File: config.mk
export PLATFORM = sky130hd
export DESIGN_NAME = tc_reload_ctrl
export DESIGN_NICKNAME = d
export VERILOG_FILES = /design/src/rtl/tc_reload_pkg.sv /design/src/rtl/tc_reload_ctrl.sv
export SDC_FILE = /design/constraint.sdc
export NUM_CORES = 1
export LEC_CHECK = 0
export CORE_MARGIN = 2
export CORE_UTILIZATION = 35
export DETAILED_ROUTE_END_ITERATION = 7
export PLACE_DENSITY = 0.75
export SETUP_SLACK_MARGIN = 0.3
export SYNTH_ARGS = -nofsm -noshare
export SYNTH_HDL_FRONTEND = slang
export SYNTH_SLANG_ARGS = --single-unit
File: constraint.sdc
create_clock -name CLK -period 3.2 [get_ports CLK]
set_input_delay 0.64 -clock CLK [delete_from_list [all_inputs] [get_ports CLK]]
set_output_delay 0.64 -clock CLK [all_outputs]
set_load 0.005 [all_outputs]
File: src/rtl/tc_reload_pkg.sv
// Shared definitions for the timer/counter reload controller.
// Holds the controller state encoding and the default data width.
package tc_reload_pkg;

    localparam int WIDTH_DEF = 8;

    typedef enum logic [1:0] {
        ST_IDLE = 2'd0,
        ST_LOAD = 2'd1,
        ST_RUN  = 2'd2,
        ST_DONE = 2'd3
    } state_t;

endpackage

File: src/rtl/tc_reload_ctrl.sv
// Reload controller for an external down counter: strobes a preset load, enables counting,
// reacts to terminal count in one-shot or periodic mode, and keeps IRQ/overrun/period status.
module tc_reload_ctrl
    import tc_reload_pkg::*;
#(
    parameter int WIDTH = WIDTH_DEF
) (
    input  logic             CLK,
    input  logic             RSTN,
    input  logic             START,
    input  logic             STOP,
    input  logic             MODE,
    input  logic [WIDTH-1:0] PRESET,
    input  logic             TC,
    input  logic             IRQ_ACK,
    output logic             LD,
    output logic [WIDTH-1:0] LD_D,
    output logic             CNT_EN,
    output logic             BUSY,
    output logic             IRQ,
    output logic             OVR,
    output logic [WIDTH-1:0] PERIODS
);

    state_t state;
    state_t state_nxt;
    logic   mode_q;
    logic   start_ok;
    logic   tc_ok;

    // NOTE: every signal written here gets a default first, so no path leaves it unassigned
    // and no latch is inferred.
    always_comb begin
        state_nxt = state;
        start_ok  = 1'b0;
        tc_ok     = 1'b0;
        case (state)
            ST_IDLE, ST_DONE: begin
                if (START) begin
                    state_nxt = ST_LOAD;
                    start_ok  = 1'b1;
                end
            end
            ST_LOAD: state_nxt = ST_RUN;
            ST_RUN: begin
                if (TC) begin
                    tc_ok     = 1'b1;
                    state_nxt = mode_q ? ST_LOAD : ST_DONE;
                end
            end
            default: state_nxt = ST_IDLE;
        endcase
        // STOP overrides everything: no capture, no TC bookkeeping.
        if (STOP) begin
            state_nxt = ST_IDLE;
            start_ok  = 1'b0;
            tc_ok     = 1'b0;
        end
    end

    // NOTE: state and registered outputs use non-blocking assignments so every register
    // samples the pre-edge values, independent of statement order.
    always_ff @(posedge CLK or negedge RSTN) begin
        if (!RSTN) begin
            state   <= ST_IDLE;
            LD      <= 1'b0;
            LD_D    <= '0;
            CNT_EN  <= 1'b0;
            BUSY    <= 1'b0;
            IRQ     <= 1'b0;
            OVR     <= 1'b0;
            PERIODS <= '0;
            mode_q  <= 1'b0;
        end else begin
            state  <= state_nxt;
            // Strobes are decoded from the next state so they line up with the state itself.
            LD     <= (state_nxt == ST_LOAD);
            CNT_EN <= (state_nxt == ST_RUN);
            BUSY   <= (state_nxt == ST_LOAD) || (state_nxt == ST_RUN);

            if (start_ok) begin
                LD_D    <= PRESET;
                mode_q  <= MODE;
                PERIODS <= '0;
            end else if (tc_ok && (PERIODS != '1)) begin
                PERIODS <= PERIODS + WIDTH'(1);
            end

            // A TC accepted in the same cycle as an acknowledge wins over the clear.
            if (tc_ok) begin
                IRQ <= 1'b1;
                if (IRQ && !IRQ_ACK) OVR <= 1'b1;
            end else if (IRQ_ACK) begin
                IRQ <= 1'b0;
                OVR <= 1'b0;
            end
        end
    end

endmodule

## After elaboration in Yosys (flattened, before gate mapping)

Cells that the tools add are included.

- Add/sub/neg operators: 1
- Multiply operators: 0
- Div/mod/pow operators: 0
- Order comparisons: 0
- Equality and inequality tests: 7
- Shifts and indexed selects: 0
- Muxes and demuxes: 17
- Bitwise operators: 0
- Reduce and logical (&&, ||, !) cells: 9

Operators by type and width:

| cell | count |
|---|---|
| 8-bit 2-to-1 mux | 2 |
| 1-bit 2-to-1 mux | 10 |
| 8-bit by 1-bit adder with 8-bit output (second input constant) | 1 |
| 2-bit 2-to-1 mux | 4 |
| 8-bit != test (second input constant) | 1 |
| 2-bit == test (second input constant) | 3 |
| 2-bit one-hot mux with 3 select lines | 1 |
| 2-bit by 1-bit == test with 1-bit output (second input constant) | 2 |
| 2-bit nonzero test | 2 |
| 1-bit logical AND | 2 |
| 2-bit logical NOT | 1 |
| 2-bit by 1-bit != test with 1-bit output (second input constant) | 1 |
| 2-bit AND reduction | 1 |
| 2-bit OR reduction | 1 |
| 1-bit logical NOT | 1 |
| 1-bit logical OR | 1 |

- Flip-flop bits (word level): 24
- Bits in latches: 0
- Bits in writable memories: 0
- Memory bits (read-only): 0
- Output and inout port bits: 21
- Memories kept: 0

## Longest topological paths before layout

Gate-level depths: netlist (run 1).

- Depth in word-level cells: 6
- Mapped depth: 8

## Least setup slack after synthesis (run 1)

No wires, ideal clock.

- Path kind: flip-flop to flip-flop
- Start point: register state[0]
- End point: register LD_D[4]
- Arrival time: 1.609 ns
- Path slack: 1.466 ns
- Cell stages (with the launch flop): 7
- Cells stage by stage: dfrtp_1 > inv_1 > ha_1 > nand2_1 > nor2_2 > buf_2 > mux2_2

- Word-level cells in the longest chain between the ends: 4
- Elaborated cells on any way between the ends: 5
- Those cells by class: 1 x eq/ne; 2 x mux; 2 x reduce/logical

Ends and longest elaborated chain:

| what | RTL line | RTL |
|---|---|---|
| start, declared | tc_reload_ctrl.sv:25 | `state_t state;` |
| start signal, assigned | tc_reload_ctrl.sv:75 | `state <= state_nxt;` |
| 2-bit == test or 2-bit logical NOT (tied branches) | tc_reload_ctrl.sv:37 | `case (state)` |
| 2-bit OR reduction * | tc_reload_ctrl.sv:37 |  |
| 1-bit 2-to-1 mux * | tc_reload_ctrl.sv:37 |  |
| 1-bit 2-to-1 mux * | tc_reload_ctrl.sv:54 | `if (STOP) begin` |
| end signal, assigned | tc_reload_ctrl.sv:67 | `LD_D <= '0;` |
| end signal, assigned | tc_reload_ctrl.sv:82 | `LD_D <= PRESET;` |
| end, declared | tc_reload_ctrl.sv:17 | `output logic [WIDTH-1:0] LD_D,` |

Mark *: on every way between the ends. The rest lies on a longest branch, timed or not.
A chain may end at the register's enable or synchronous reset.

## Worst setup path after layout (run 1)

- Start point: input port STOP
- End point: register PERIODS[6]

- Word-level cells in the longest chain between the ends: 3
- Elaborated cells on any way between the ends: 5
- Those cells by class: 3 x mux; 2 x reduce/logical

Ends and longest elaborated chain:

| what | RTL line | RTL |
|---|---|---|
| start, declared | tc_reload_ctrl.sv:11 | `input logic STOP,` |
| 1-bit 2-to-1 mux | tc_reload_ctrl.sv:54 |  |
| 1-bit logical AND | tc_reload_ctrl.sv:85 | `end else if (tc_ok && (PERIODS != '1)) begin` |
| 2-bit nonzero test (no source line) | - |  |
| end signal, assigned | tc_reload_ctrl.sv:86 | `PERIODS <= PERIODS + WIDTH'(1);` |
| end, declared | tc_reload_ctrl.sv:22 | `output logic [WIDTH-1:0] PERIODS` |

Several ways; a longest one is shown, not always the timed one.

==> impl_metrics.toml, run 1 <==
[global_route]
grt_pass1_wl_um = 3920
grt_use_total_pct = 14.6
grt_pass1_vias = 890
grt_max_degree = 25
grt_overflow = 0
antenna_found_initial = 0

[routing]
maxUsedRoutingLayer = "met4"
finalWirelength_um = 2290
wl_met3_um = 95
drt_pre_antenna_iters = 4
vias_per_cell = 4.91
wl_met2_um = 1160
wl_met1_um = 991
drc = 0
vias = 864
ant_nets = 0
first_iter_violations = 25
wl_per_cell_um = 13.0

[sta]
min_period_ps = 2030
fin_skew_ps = 7.16
rsz0062_at_grt = "no"
layout_setup_ws_ps = 1170
tightest_slew_ps = 1050
hold_violations = 0
finalSetupTns_ps = 0
fmax_mhz = 492
relSlewSlack_pct = 29.9
final_max_slew_viol_count = 0
min_period_over_period_pct = 63.5
finalSetupViolations = 0

[clock_network]
ctsHoldBuffers = 0
cts_resized = 0
numCtsBuffers = 3
htreeDepth = 1
clk_latency_ps = 330
cts_root_buffer = "clkbuf_4"
clk_pin_slew_ps = 130
clockBufferDepth = 2
cts.sinks = 24
tritoncts = "yes"
post_cts_buffers = 0

[placed_design]
dp_slack_ps = 844
globalplace.congestion = 0.824
hpwlAfterDp_um = 1730
port_buffers = 35

[critical_path]
r2r_slack_ps = 1190
cpMaxStageDelayCell = "clkdlybuf4s50_1"
path_depth = 5
critPathLaunchType = "primary input"
startpoint = "STOP"
timing.rr.end = "LD_D[0]"
arrival_ps = 2290
crit_fanout = 5
crit_buf_inv = 1
crit_family = "simple AND/OR/NAND/NOR gates"
crit_path_end = "PERIODS[6]"
cp_cell_sequence = "clkdlybuf4s50_1 > nand3b_1 > a211o_1 > or3_1 > a21oi_1"
cp_slowest_stage_delay_ps = 500
rr_worst_depth = 5
worstSetupEndpointType = "flop"
r2r-start = "state[0]"
path_class = "in2reg"
required_ps = 3460

[yosys]
ys_seq_area_share_pct = 54.7
synth_area_per_cell_um2 = 11.6
syn_inst = 95
yosys_warnings = 0
ys_seq_elements = 24
synth_nets = 115
synthDistinctLibCells = 27
netlist_area_mm2 = 0.00110

[cells_and_area]
fillers = 288
drive_above_1_share_pct = 12.1
layout.nets = 153
areaGrowthSynthToFinish_pct = 38.8
antennaDiodeCount = 0
fin_util_pct = 50.3

[power_and_ir_drop]
ir_drop_v = 0.000261
p_seq_share_pct = 45.5
p_leak_nw = 0.667
combPwrFrac_pct = 37.4
p_clk_share_pct = 17.1
p_sw_uw = 287
intPower_uw = 692
swShare_pct = 29.3
powerDensity_mw_per_mm2 = 642

[die]
initial_core_util_pct = 36.2
num_io_pins = 36
design.core.area_mm2 = 0.00303
dieArea_mm2 = 0.00360
die_h_um = 60.0
core.rowCount = 20
die_w_um = 60.0

[flow_run]
max_cap_violations = 0

[hold_path]
hold_path_class = "reg2reg"

[status]
status = "finished, final reports clean"
[sequential cells by signal, indices dropped and copies added, names as in the netlist]
name     count
PERIODS      8
IRQ          1
state        2
OVR          1
LD_D         8
LD           1
BUSY         1
mode_q       1
CNT_EN       1
[placed cells by master (no fill, tap or decap)]
| cell type | n |
|---|---|
| ha_1 | 5 |
| a211oi_1 | 2 |
| dfrtp_1 | 24 |
| nand2b_1 | 1 |
| nor2_2 | 1 |
| or3_1 | 2 |
| nor2_1 | 5 |
| a211o_1 | 1 |
| and3_1 | 1 |
| clkbuf_8 | 1 |
| clkdlybuf4s50_1 | 35 |
| o221ai_1 | 1 |
| and4bb_2 | 1 |
| mux2_2 | 9 |
| clkbuf_4 | 3 |
| xor2_1 | 1 |
| nand3_1 | 3 |
| and4_1 | 2 |
| mux2i_1 | 1 |
| nor3_1 | 1 |
| inv_1 | 8 |
| a21o_2 | 1 |
| and3b_1 | 1 |
| nand3b_1 | 1 |
| nand2_1 | 5 |
| xnor2_1 | 3 |
| o21ai_0 | 6 |
| a21oi_1 | 7 |
[layer usage]
| layer | up-vias | GRT usage (%) |
|---|---|---|
| li1 | 406 | - |
| met1 | 427 | 18.8 |
| met2 | 25 | 24.4 |
| met3 | 6 | 1.95 |
| met4 | 0 | 6.35 |
| met5 | - | 0 |
[worst min path at each step]
stage / start / end / depth (start not counted) / slack [ps]
2_1_floorplan: RSTN / BUSY / 0 / 340
3_3_place_gp: OVR / OVR / 2 / 490
3_5_place_dp: LD_D[1] / LD_D[1] / 1 / 500
4_1_cts: LD_D[5] / LD_D[5] / 1 / 530
5_1_grt: LD_D[5] / LD_D[5] / 1 / 550
6_report: LD_D[2] / LD_D[2] / 1 / 530
[synthesized netlist by cell type (all sizes together)]
| cell | n | area, um2 |
|---|---|---|
| nand2 | 5 | 18.8 |
| nand3b | 1 | 7.51 |
| ha | 5 | 62.6 |
| xor2 | 1 | 8.76 |
| a211oi | 2 | 15.0 |
| mux2 | 9 | 101 |
| xnor2 | 3 | 26.3 |
| or3 | 2 | 12.5 |
| a21o | 1 | 8.76 |
| nand2b | 1 | 6.26 |
| and3b | 1 | 8.76 |
| dfrtp | 24 | 601 |
| o21ai | 6 | 30.0 |
| inv | 8 | 30.0 |
| a21oi | 7 | 35.0 |
| nor3 | 1 | 5.00 |
| nand3 | 3 | 15.0 |
| and4 | 2 | 17.5 |
| a211o | 1 | 8.76 |
| and4bb | 1 | 12.5 |
| mux2i | 1 | 10.0 |
| o221ai | 1 | 8.76 |
| and3 | 1 | 6.26 |
| nor2 | 6 | 25.0 |
| buf | 2 | 16.3 |
[worst reg2reg max path: cells and delay by family (launching register included)]
family,cells,cell delay [ps]
and+or+nand+nor,2,680
muxes,1,410
DFF,1,400
adders and majority gates,1,350
buffers and inverters,1,60
[through the flow]
stage / hold WS [ps] / total power, mW / instances / area, um2
4_1_cts: 532 / 0.991 / 176 / 1520
5_1_grt: 546 / 1.05 / 176 / 1520
6_report: 525 / 0.978 / 176 / 1520
2_1_floorplan: 344 / 0.612 / 95 / 1100
3_3_place_gp: 487 / 0.805 / 172 / 1490
3_5_place_dp: 500 / 0.822 / 172 / 1490
[logic make-up (layout without fill, tap and decap cells)]
group           Yosys count  in the layout  synth area share, %
compound gates           18             18                 9.69
xor+xnor                  4              4                 3.19
fa+ha+maj                 5              5                 5.70
buf+inv                  10             47                 4.22
flops                    24             24                 54.7
mux                      10             10                 10.1
simple gates             24             24                 12.3
[power groups by stage]
stage                     registers, mW  logic, mW  clock network [mW]
after floorplan                   0.451      0.160                   0
after CTS                         0.446      0.372               0.172
after detailed placement          0.452      0.370                   0
after global placement            0.449      0.356                   0
final                             0.445      0.366               0.167
after global routing              0.458      0.413               0.181
[layout make-up]
type	instances	area, um2	area share, %
flip-flops and latches	24	601	39.4
multi-input cells	61	450	29.6
repair buffers	35	350	23.0
well taps	44	55.1	3.62
clock buffers	4	36.3	2.38
inverters	8	30.0	1.97
Note: power is estimated with default switching activity, not from simulation.
==> run 2: changes to the inputs <==
- PLACE_DENSITY: 0.75 -> 0.77
- clock period: 3.2 -> 1.8 ns (I/O delays scaled with it)
==> run 2 against run 1 <==
Final area grew 23%. Die area is the same. Register-to-register slack lost 1000 ps. First-iteration DRC count is the same. Via count grew 14%. Final cell count grew 17%. Clock power grew 81%. Flip-flop and latch count is the same. Worst setup slack lost 1000 ps. Clock skew grew 0.51 ps. Sequential power grew 76%. Sequential share of layout area shrank 7.1 points.
==> impl_metrics.toml, run 2 (synthesized netlist as in run 1, its figures left out) <==
[cells_and_area]
final_common_cell = "buf_4"
antennaDiodeCount = 0
layout.nets = 183
reg_top3 = "LD_D (8), PERIODS (8), state (2)"
layout_common_cells = "buf_4, dfrtp_1, dlygate4sd2_1"
fin_util_pct = 61.6
multiInputGateArea_um2 = 542
drive_above_1_share_pct = 37.7
fillers = 240
ff_latch_area_um2 = 603
post-route-cell-area_mm2 = 0.00187
areaGrowthSynthToFinish_pct = 70.0

[critical_path]
crit_buf_inv = 0
path_class = "reg2reg"
arrival_ps = 1910
critPathLaunchType = "flop"
required_ps = 2070
cpMaxStageDelayCell = "dfrtp_1"
cp_cell_sequence = "and4_1 > a211o_1 > or3_4 > a21oi_2"
cp_slowest_stage_delay_ps = 460
startpoint = "PERIODS[6]"
r2r-start = "PERIODS[6]"
crit_family = "simple AND/OR/NAND/NOR gates"
worstSetupEndpointType = "flop"
crit_fanout = 6

[die]
design.core.area_mm2 = 0.00303
dieArea_mm2 = 0.00360
core.rowCount = 20
die_w_um = 60.0
die_h_um = 60.0
initial_core_util_pct = 36.2
num_io_pins = 36

[clock_network]
numCtsBuffers = 3
clk_latency_ps = 330
cts.sinks = 24
htreeDepth = 1
clockBufferDepth = 2
cts_root_buffer = "clkbuf_4"
clk_pin_slew_ps = 140
tritoncts = "yes"

[sta]
fin_skew_ps = 7.66
min_period_ps = 1640
min_period_over_period_pct = 91.3
relSlewSlack_pct = 80.3
final_max_slew_viol_count = 0
hold_violations = 0
fmax_mhz = 608
rsz0062_at_grt = "yes"
finalSetupViolations = 0
tightest_slew_ps = 295

[global_route]
grtUsageMet2_pct = 32.3
grt-busiest-layer = "met2"
grt_overflow = 0
grt_use_total_pct = 17.3
antenna_found_initial = 0
grt_max_degree = 25
grt_pass1_wl_um = 4530
use_met3_pct = 3.03
grt_pass1_vias = 1011
use_met1_pct = 18.9

[flow_run]
max_cap_violations = 0

[routing]
vias_per_cell = 4.78
drc = 0
first_iter_violations = 25
ant_nets = 0
drt_pre_antenna_iters = 4
finalWirelength_um = 2980
wl_per_cell_um = 14.5
vias = 984

[power_and_ir_drop]
p_leak_nw = 0.953
powerDensity_mw_per_mm2 = 1130
ir_drop_v = 0.000438

[status]
status = "finished, final reports clean"

[placed_design]
postPlaceCellArea_mm2 = 0.00158
globalplace.congestion = 0.865
port_buffers = 35
hpwlAfterDp_um = 1870

[hold_path]
hold_path_class = "in2async"
[run 2: cell type report]
cell class / count / share of cell area (%)
Clock buffer: 4 / 1.95
Inverter: 8 / 1.61
Multi-Input combinational cell: 61 / 29.0
Sequential cell: 24 / 32.3
Tap cell: 44 / 2.95
Timing Repair Buffer: 65 / 32.1
[run 2: per-stage QoR]
stage	total power [mW]	TNS (ps)	hold WS (ps)	std cells	setup slack [ps]
after global routing	2.25	0	361	206	108
after detailed placement	1.58	-341	499	179	-134
after CTS	1.97	0	373	203	194
after global placement	1.54	-19.4	487	179	-19.4
after floorplan	1.17	0	64.4	95	268
final	2.11	0	355	206	156
[run 2: layer usage]
layer / part of all wire, % / up-vias / wire length (um)
li1: - / 465 / -
met1: 40 / 480 / 1180
met2: 54 / 33 / 1610
met3: 4.5 / 6 / 134
met4: 1.8 / 0 / 55
met5: 0 / - / 0
[run 2: final timing paths]
| check | endpoint | cells past startpoint | slack (ps) |
|---|---|---|---|
| setup / recovery | PERIODS[6] | 4 | 160 |
| hold / removal | PERIODS[4] | 2 | 360 |
| setup reg to reg | PERIODS[6] | 4 | 160 |
| hold reg to reg | LD_D[0] | 1 | 520 |
| max in group asynchronous | PERIODS[7] | 2 | 1200 |
| min in group CLK | LD_D[0] | 1 | 520 |
[run 2: worst reg2reg max path, delay by kind of cell (launching register included)]
kind | cells | cell delay (ps)
AO/OA/AOI/OAI | 2 | 480
flip-flops | 1 | 460
AND/OR/NAND/NOR | 2 | 660
[run 2: power by group]
part           switching (mW)  internal [mW]
sequential             0.0838          0.699
clock                   0.179          0.124
combinational           0.392          0.635
[run 2: what timing repair did]
action	in CTS	in global routing
pin swaps	5	6
setup buffers	20	2
gates resized for setup	26	16
endpoints found under the setup margin	38	20
gates cloned	0	1
hold buffers	0	0
